### config.mk
export PLATFORM = sky130hd
export DESIGN_NAME = inst_cache
export DESIGN_NICKNAME = d
export VERILOG_FILES = /design/src/rtl/inst_cache.sv
export SDC_FILE = /design/constraint.sdc
export NUM_CORES = 2
export LEC_CHECK = 0
export BUFFER_PORTS_ARGS = -buffer_cell sky130_fd_sc_hd__buf_2
export CAP_MARGIN = 15
export CORE_MARGIN = 2
export CORE_UTILIZATION = 45
export CTS_CLUSTER_SIZE = 10
export DETAILED_ROUTE_END_ITERATION = 8
export PLACE_DENSITY = 0.63
export SLEW_MARGIN = 10
export SYNTH_ARGS = -nofsm -noshare
export SYNTH_HDL_FRONTEND = slang
export SYNTH_SLANG_ARGS = --single-unit
### constraint.sdc
create_clock -name clk -period 3.9 [get_ports clk]
set_clock_uncertainty 0.05 [all_clocks]
set_input_delay 0 -clock clk [delete_from_list [all_inputs] [get_ports clk]]
set_output_delay 0 -clock clk [all_outputs]
set_load 0.02 [all_outputs]
### src/rtl/inst_cache.sv
// -----------------------------------------------------------------------------
// inst_cache
//
// Direct-mapped, read-only instruction cache that sits between the CPU fetch
// port and a slower instruction memory. A hit returns the instruction
// combinationally in the same cycle, like a ROM. A miss stalls the CPU while
// a four-word line is refilled one word at a time through a request /
// acknowledge handshake.
//
// Ports:
//   clk        system clock, all state changes on the rising edge
//   rst        synchronous active-high reset
//   cpu_ce     fetch enable from the CPU
//   cpu_addr   byte fetch address (bits [1:0] ignored)
//   flush      invalidate every line (fence.i)
//   cpu_inst   instruction returned to the CPU, 0 when not valid
//   cpu_stall  high when cpu_inst is not valid this cycle
//   mem_req    word read request to instruction memory
//   mem_addr   word-aligned read address, 0 whenever mem_req is low
//   mem_ack    memory returns mem_data this cycle
//   mem_data   read data from memory, valid with mem_ack
// -----------------------------------------------------------------------------
module inst_cache #(
    parameter int LINE_NUM = 16
) (
    input  logic        clk,
    input  logic        rst,
    input  logic        cpu_ce,
    input  logic [31:0] cpu_addr,
    input  logic        flush,
    output logic [31:0] cpu_inst,
    output logic        cpu_stall,
    output logic        mem_req,
    output logic [31:0] mem_addr,
    input  logic        mem_ack,
    input  logic [31:0] mem_data
);

    localparam int IDX_W = $clog2(LINE_NUM);
    localparam int TAG_W = 28 - IDX_W;

    typedef enum logic {
        IDLE,
        REFILL
    } state_t;

    state_t              state_q, state_d;
    logic [LINE_NUM-1:0] valid_q, valid_d;
    logic [27:0]         lineBase_q, lineBase_d;
    logic [1:0]          wordCnt_q, wordCnt_d;
    logic                flushPend_q, flushPend_d;

    logic [TAG_W-1:0]    tagMem  [LINE_NUM];
    logic [31:0]         dataMem [LINE_NUM][4];

    logic [1:0]          reqOffset;
    logic [IDX_W-1:0]    reqIndex;
    logic [TAG_W-1:0]    reqTag;
    logic [IDX_W-1:0]    fillIndex;
    logic [TAG_W-1:0]    fillTag;
    logic                lookupHit;
    logic                fillWrite;
    logic                fillLast;
    logic                addrUnused;

    // Split the fetch address into word offset, line index and tag. The byte
    // offset bits carry no information for word-aligned instruction fetches.
    assign reqOffset  = cpu_addr[3:2];
    assign reqIndex   = cpu_addr[4 +: IDX_W];
    assign reqTag     = cpu_addr[31 -: TAG_W];
    assign addrUnused = ^cpu_addr[1:0];

    // The line being refilled is identified by the latched line base address,
    // so the CPU is free to change cpu_addr while the refill is running.
    assign fillIndex = lineBase_q[IDX_W-1:0];
    assign fillTag   = lineBase_q[27 -: TAG_W];

    // A hit needs a valid line whose stored tag matches. The valid bit is
    // tested first because tag storage is never reset.
    assign lookupHit = valid_q[reqIndex] && (tagMem[reqIndex] == reqTag);

    // Acknowledges only count while refilling; a stray mem_ack in IDLE must
    // not corrupt the data array.
    assign fillWrite = (state_q == REFILL) && mem_ack;
    assign fillLast  = fillWrite && (wordCnt_q == 2'd3);

    // The memory request is decoded from registered state only, so it never
    // depends combinationally on the CPU address.
    assign mem_req  = (state_q == REFILL);
    assign mem_addr = mem_req ? {lineBase_q, wordCnt_q, 2'b00} : 32'd0;

    // State register. Reset returns to IDLE and invalidates every line, which
    // also abandons any refill in flight without marking its line valid.
    always_ff @(posedge clk) begin
        if (rst) begin
            state_q     <= IDLE;
            valid_q     <= '0;
            lineBase_q  <= '0;
            wordCnt_q   <= '0;
            flushPend_q <= 1'b0;
        end else begin
            state_q     <= state_d;
            valid_q     <= valid_d;
            lineBase_q  <= lineBase_d;
            wordCnt_q   <= wordCnt_d;
            flushPend_q <= flushPend_d;
        end
    end

    // Tag and data storage have no reset; they are only meaningful once the
    // matching valid bit is set. Each acknowledged word lands in the slot
    // selected by the word counter, and the tag is written with the last one.
    always_ff @(posedge clk) begin
        if (fillWrite) begin
            dataMem[fillIndex][wordCnt_q] <= mem_data;
        end
        if (fillLast) begin
            tagMem[fillIndex] <= fillTag;
        end
    end

    // Next-state and CPU-side outputs. In IDLE a hit is served directly from
    // the array; a miss stalls immediately and latches the line base. During
    // REFILL a flush cannot drop the line being written, so it is remembered
    // and applied when the refill finishes, leaving that line invalid too.
    always_comb begin
        state_d     = state_q;
        valid_d     = valid_q;
        lineBase_d  = lineBase_q;
        wordCnt_d   = wordCnt_q;
        flushPend_d = flushPend_q;
        cpu_inst    = 32'd0;
        cpu_stall   = 1'b0;

        case (state_q)
            IDLE: begin
                if (cpu_ce) begin
                    if (lookupHit) begin
                        cpu_inst = dataMem[reqIndex][reqOffset];
                    end else begin
                        cpu_stall  = 1'b1;
                        lineBase_d = cpu_addr[31:4];
                        wordCnt_d  = 2'd0;
                        state_d    = REFILL;
                    end
                end
                if (flush) begin
                    valid_d = '0;
                end
            end

            REFILL: begin
                cpu_stall = 1'b1;
                if (flush) begin
                    flushPend_d = 1'b1;
                end
                if (mem_ack) begin
                    wordCnt_d = wordCnt_q + 2'd1;
                    if (wordCnt_q == 2'd3) begin
                        state_d     = IDLE;
                        flushPend_d = 1'b0;
                        if (flushPend_q || flush) begin
                            valid_d = '0;
                        end else begin
                            valid_d[fillIndex] = 1'b1;
                        end
                    end
                end
            end

            default: begin
                state_d = IDLE;
            end
        endcase
    end

endmodule

# [Word level (Yosys, flattened, before mapping)]
# Memories as Yosys holds them, arrays and structs flattened.
# Index checks and enable logic that the tools add are counted.
[totals] regBits=48 ramBits=2432 in_bits=69 output_inout_bits=66 elab_cells=70 memories=2
[memory_table] memory="dataMem" words=16 word_bits=128 read_ports=1 rd_clocked_by_memory_dff=0 write_ports=1 line_no="54" rtl="logic [31:0] dataMem [LINE_NUM][4];"
[memory_table] memory="tagMem" words=16 word_bits=24 read_ports=1 rd_clocked_by_memory_dff=0 write_ports=1 line_no="53" rtl="logic [TAG_W-1:0] tagMem [LINE_NUM];"
[op_classes] addsub=1 order_cmp=6 n_eq_ne=7 mux=35 n_bitwise=5 n_reduce_logical=9
[op_table] operator="32-bit 2-to-1 mux" n=7
[op_table] operator="128-bit 2-to-1 mux" n=1
[op_table] operator="32-bit binary-select mux with 2-bit select" n=1
[op_table] operator="32-bit demux with 2-bit select" n=1
[op_table] operator="16-bit 2-to-1 mux" n=4
[op_table] operator="16-bit one-hot mux with 2 select lines" n=1
[op_table] operator="24-bit equality test" n=1
[op_table] operator="16-bit OR" n=1
[op_table] operator="1-bit 2-to-1 mux" n=12
[op_table] operator="4-bit by 5-bit less-than comparator with 1-bit output (second input constant)" n=2
[op_table] operator="3-bit AND reduction" n=3
[op_table] operator="2-bit inequality test (second input constant)" n=4
[op_table] operator="3-bit greater-or-equal comparator (second input constant)" n=2
[op_table] operator="2-bit 2-to-1 mux" n=3
[op_table] operator="2-bit inverter with 3-bit output" n=2
[op_table] operator="1-bit logical AND" n=5
[op_table] operator="1-bit binary-select mux with 4-bit select" n=1
[op_table] operator="1-bit demux with 4-bit select" n=1
[op_table] operator="4-bit by 1-bit greater-or-equal comparator with 1-bit output (second input constant)" n=1
[op_table] operator="1-bit one-hot mux with 2 select lines" n=2
[op_table] operator="2-bit one-hot mux with 2 select lines" n=1
[op_table] operator="3-bit by 1-bit less-than comparator with 1-bit output (second input constant)" n=1
[op_table] operator="2-bit by 1-bit adder with 2-bit output (second input constant)" n=1
[op_table] operator="2-bit equality test (second input constant)" n=1
[op_table] operator="3 further kinds" n=4

# [Depth between registers and ports, before layout]
[logic_depth] word_depth=9 depth_mapped=16 depth_no_buf=8

# [Least setup slack after synthesis]
# No wires, ideal clock.
[synth_path] kind="reg-to-reg" startpoint="register state_q, in the netlist mem_req" endpoint="memory dataMem[15][0] (netlist name), enable pin" setup_time_ns=0.470 arrival_time_ns=3.662 required_ns=3.380 slack_ns=-0.283 path_stages_with_launch=6 path_buffers=2 period_less_slack_ns=4.183 path_cell_list="dfxtp_1 -> and2_1 -> clkbuf_1 -> nand2_1 -> clkbuf_1 -> nor2_1"
[synth_via] elab_chain_len=3
[synth_rtl] element="start, declared" line_no="47" rtl="state_t state_q, state_d;"
[synth_rtl] element="start signal, assigned" line_no="102" rtl="state_q <= state_d;"
[synth_rtl] element="1-bit logical AND" line_no="84" rtl="assign fillWrite = (state_q == REFILL) && mem_ack;"
[synth_rtl] element="1-bit 2-to-1 mux" line_no="114" rtl="if (fillWrite) begin"
[synth_rtl] element="128-bit 2-to-1 mux (implied by the code)" line_no="115" rtl="dataMem[fillIndex][wordCnt_q] <= mem_data;"
[synth_rtl] element="end, declared" line_no="54"
# Every way passes these cells.

# [Final worst setup path]
[layout_path] startpoint="memory tagMem[15][23] (netlist name)" endpoint="output port cpu_inst[31]"
[layout_via] elab_chain_len=6
[layout_rtl] element="start, declared" line_no="53"
[layout_rtl] element="memory 16 x 24 bit"
[layout_rtl] element="24-bit equality test" line_no="80" rtl="assign lookupHit = valid_q[reqIndex] && (tagMem[reqIndex] == reqTag);"
[layout_rtl] element="1-bit logical AND" line_no="80"
[layout_rtl] element="32-bit 2-to-1 mux" line_no="138" rtl="if (lookupHit) begin"
[layout_rtl] element="32-bit 2-to-1 mux" line_no="137" rtl="if (cpu_ce) begin"
[layout_rtl] element="32-bit 2-to-1 mux" line_no="135" rtl="case (state_q)"
[layout_rtl] element="end, declared" line_no="31" rtl="output logic [31:0] cpu_inst,"
# Every way passes these cells.

==> metrics <==
outcome=complete, but fails checks; violated checks=negative setup slack; final wirelength=roughly 240,000 µm; fill cell count=16.2k; Congestion Overflow GR=0; Worst-Margin Slew=1210 ps; CTS buffer count=300; Worst Path Max Fanout=11; final cycle utilization of the critical path=112%; CP arrival=4300 ps; Lkg Pwr=0.0346 µW; largest net degree at the start of global routing=94; fin crit period=4350 ps; DR vias/cell=6.16; count of clock tree sinks=2,480; Core Region=between 200,000 and 250,000 µm²; Worst path most repeated cell=buf_4; Peak supply drop=0.482 mV; Syn Area/Cell=23.7 µm²; hold_ws=around 24 ps; RSZ-0062 raised after global routing=yes; area of the multi-input gates=21,200 µm²; top cells by area, synth=edfxtp_1 (76%), mux4_2 (18%), dfxtp_1 (1.0%), mux2i_1 (0.62%), nor2_1 (0.37%); MaxCap Viol Count=0; CP Cell Sequence=mux4_2, mux2i_1, buf_4, xor2_4, o22ai_2, or4b_4, or3_1, or4_4, buf_12, buf_16, nor2b_1, buf_4; synth cell count leaders=edfxtp_1 (2,432), mux4_2 (754), nor2_1 (95), clkbuf_1 (92); initial antenna violation count=21; register area=74,000 µm²; Setup Viol. Count Final=34; Placement Cell Area=101,000 µm²; Clock transition at path regs=approximately 60 ps; worst hold-check path type=in -> reg; ys async rst share=0%; GRT Resource Usage Total=about 22%; Top FF cell, synth=edfxtp_1; first-pass GRT wire length=340,000 µm; Post-Syn Instances=4,037; Slew HR=19.3%; post-route DRC violation count=0; Setup Crit Path Kind=reg -> out; hpwl dp=128,000 µm; P&R area growth vs syn=15.3%; slowest CP cell=or4_4; final hold violations=0; Die Span Y=approximately 470 µm; Pwr per Cell Area=509 nW/µm²; Post-synth EDFFs=between 2k and 2.5k; post-synth top area cell=edfxtp_1; Finished Cell Area=around 110,000 µm²; starting density of the core=45.2%; vias in the first global route=45.7k; H-Tree Depth=5; Setup crit end kind=primary output; count leader, synth=edfxtp_1; Yosys reg bits=2,480; Yosys cell types=56; DR WL/cell=32.3 µm; Antenna Nets Post-Route=0; 1st-iter DRT viols=about 5.5k; f_max=0.230 GHz; Max Buffers Root-to-Sink=4; Final #Nets=4,577; Chip Width=~470 µm; DRT Pass-1 Iters=8; sequential fraction of the synthesis area=77.2%; CP required=just under 4000 ps; Critical Path Source Type=flop; CTS tree=done; # IOs=135; Vias=around 46k; Post-Syn Area=around 96,000 µm²; I/O Buffers=130; die area=217,000 µm²; Yosys warnings=0; row count=169; GP Congestion=0.799; Clock Root Buffer=clkbuf_16; proportion of layout cells with a drive suffix above 1=32.3%; CP peak stage delay=approximately 530 ps; setup ws final=-450 ps; Max Slew Vio Count=0; clk_lat worst skew=930 ps; Synth top area share=76.2%
flip-flops by register name, summed over array words and instances (netlist names):
name,cells
mem_req,1
wordCnt_q,2
lineBase_q,28
dataMem,2048
valid_q,16
tagMem,384
flushPend_q,1
critical path, delay by kind of cell, from the launching register on:
family                    cells  cell delay, ps
muxes                         2             620
AOI/OAI and AO/OA             1             110
xor gates and xnor gates      1             160
DFF                           1             350
and+or+nand+nor               4            1490
buffers and inverters         4             660
layout make-up:
cell class	count	area share, %
antenna	22	0.0498
clock buffer	354	7.11
clock inverter	10	0.0940
inverter	6	0.0204
multi-input combinational	1322	19.2
sequential	2480	67.0
tap	2821	3.20
timing repair buffer	394	3.34
metrics by stage:
stage	util, %	worst slack [ps]	instances	TNS [ps]	total power, µW
2_1_floorplan	-	-283	4038	-180210	31700
3_3_place_gp	47.8	-3.14	6932	-8.38	32800
3_5_place_dp	47.8	-61.4	6933	-726	32900
4_1_cts	52.0	-585	7377	-25870	56600
5_1_grt	52.1	-623	7409	-19090	57800
6_report	52.1	-450	7409	-13830	56200
layer usage:
metal  share of wire [%]  routed length, µm  track usage (%)
met1                  41              97700             31.9
met3                 8.1              19300             3.73
met4                 2.4               5760             5.89
met5              0.0054                 13                0
met2                  49             117000             35.0
cell usage in the layout (no fill, tap or decap), types with 47 or more instances in the layout:
cell,instances
buf_12,51
buf_2,91
buf_4,159
clkbuf_1,47
clkbuf_16,307
dfxtp_1,48
dlygate4sd3_1,76
edfxtp_1,2432
mux2i_1,59
mux4_2,754
nand2_1,57
nor2_4,64
repair_timing:
action / CTS / global route
gates cloned: 1 / 0
hold buffers: 77 / 0
setup buffers: 3 / 0
endpoints found under the hold margin: 2096 / 0
gates resized for setup: 53 / 17
pin swaps: 4 / 2
endpoints found under the setup margin: 33 / 64
logic make-up after synthesis:
kind of cell,count (synthesis),synth area share [%]
DFF,2480,77.2
muxes,817,18.4
and+or+nand+nor,303,1.58
buffers and inverters,236,1.20
AOI/OAI and AO/OA,165,1.26
xor gates and xnor gates,31,0.283
adders and majority gates,4,0.0522
other,1,0.00391
where the power goes:
group | total [µW] | switching, µW | internal [µW]
combinational | 2820 | 1640 | 1180
sequential | 29600 | 166 | 29400
clock | 23800 | 9750 | 14000
final timing paths:
path | end | slack [ps] | startpoint | cells past startpoint
min | lineBase_q[12] | 20 | cpu_addr[7] | 5
max reg2reg | mem_req | -10 | tagMem[15][23] | 11
min reg2reg | valid_q[10] | 410 | valid_q[10] | 1
max | cpu_inst[31] | -450 | tagMem[15][23] | 12
Power figures use the tool's default switching activity.
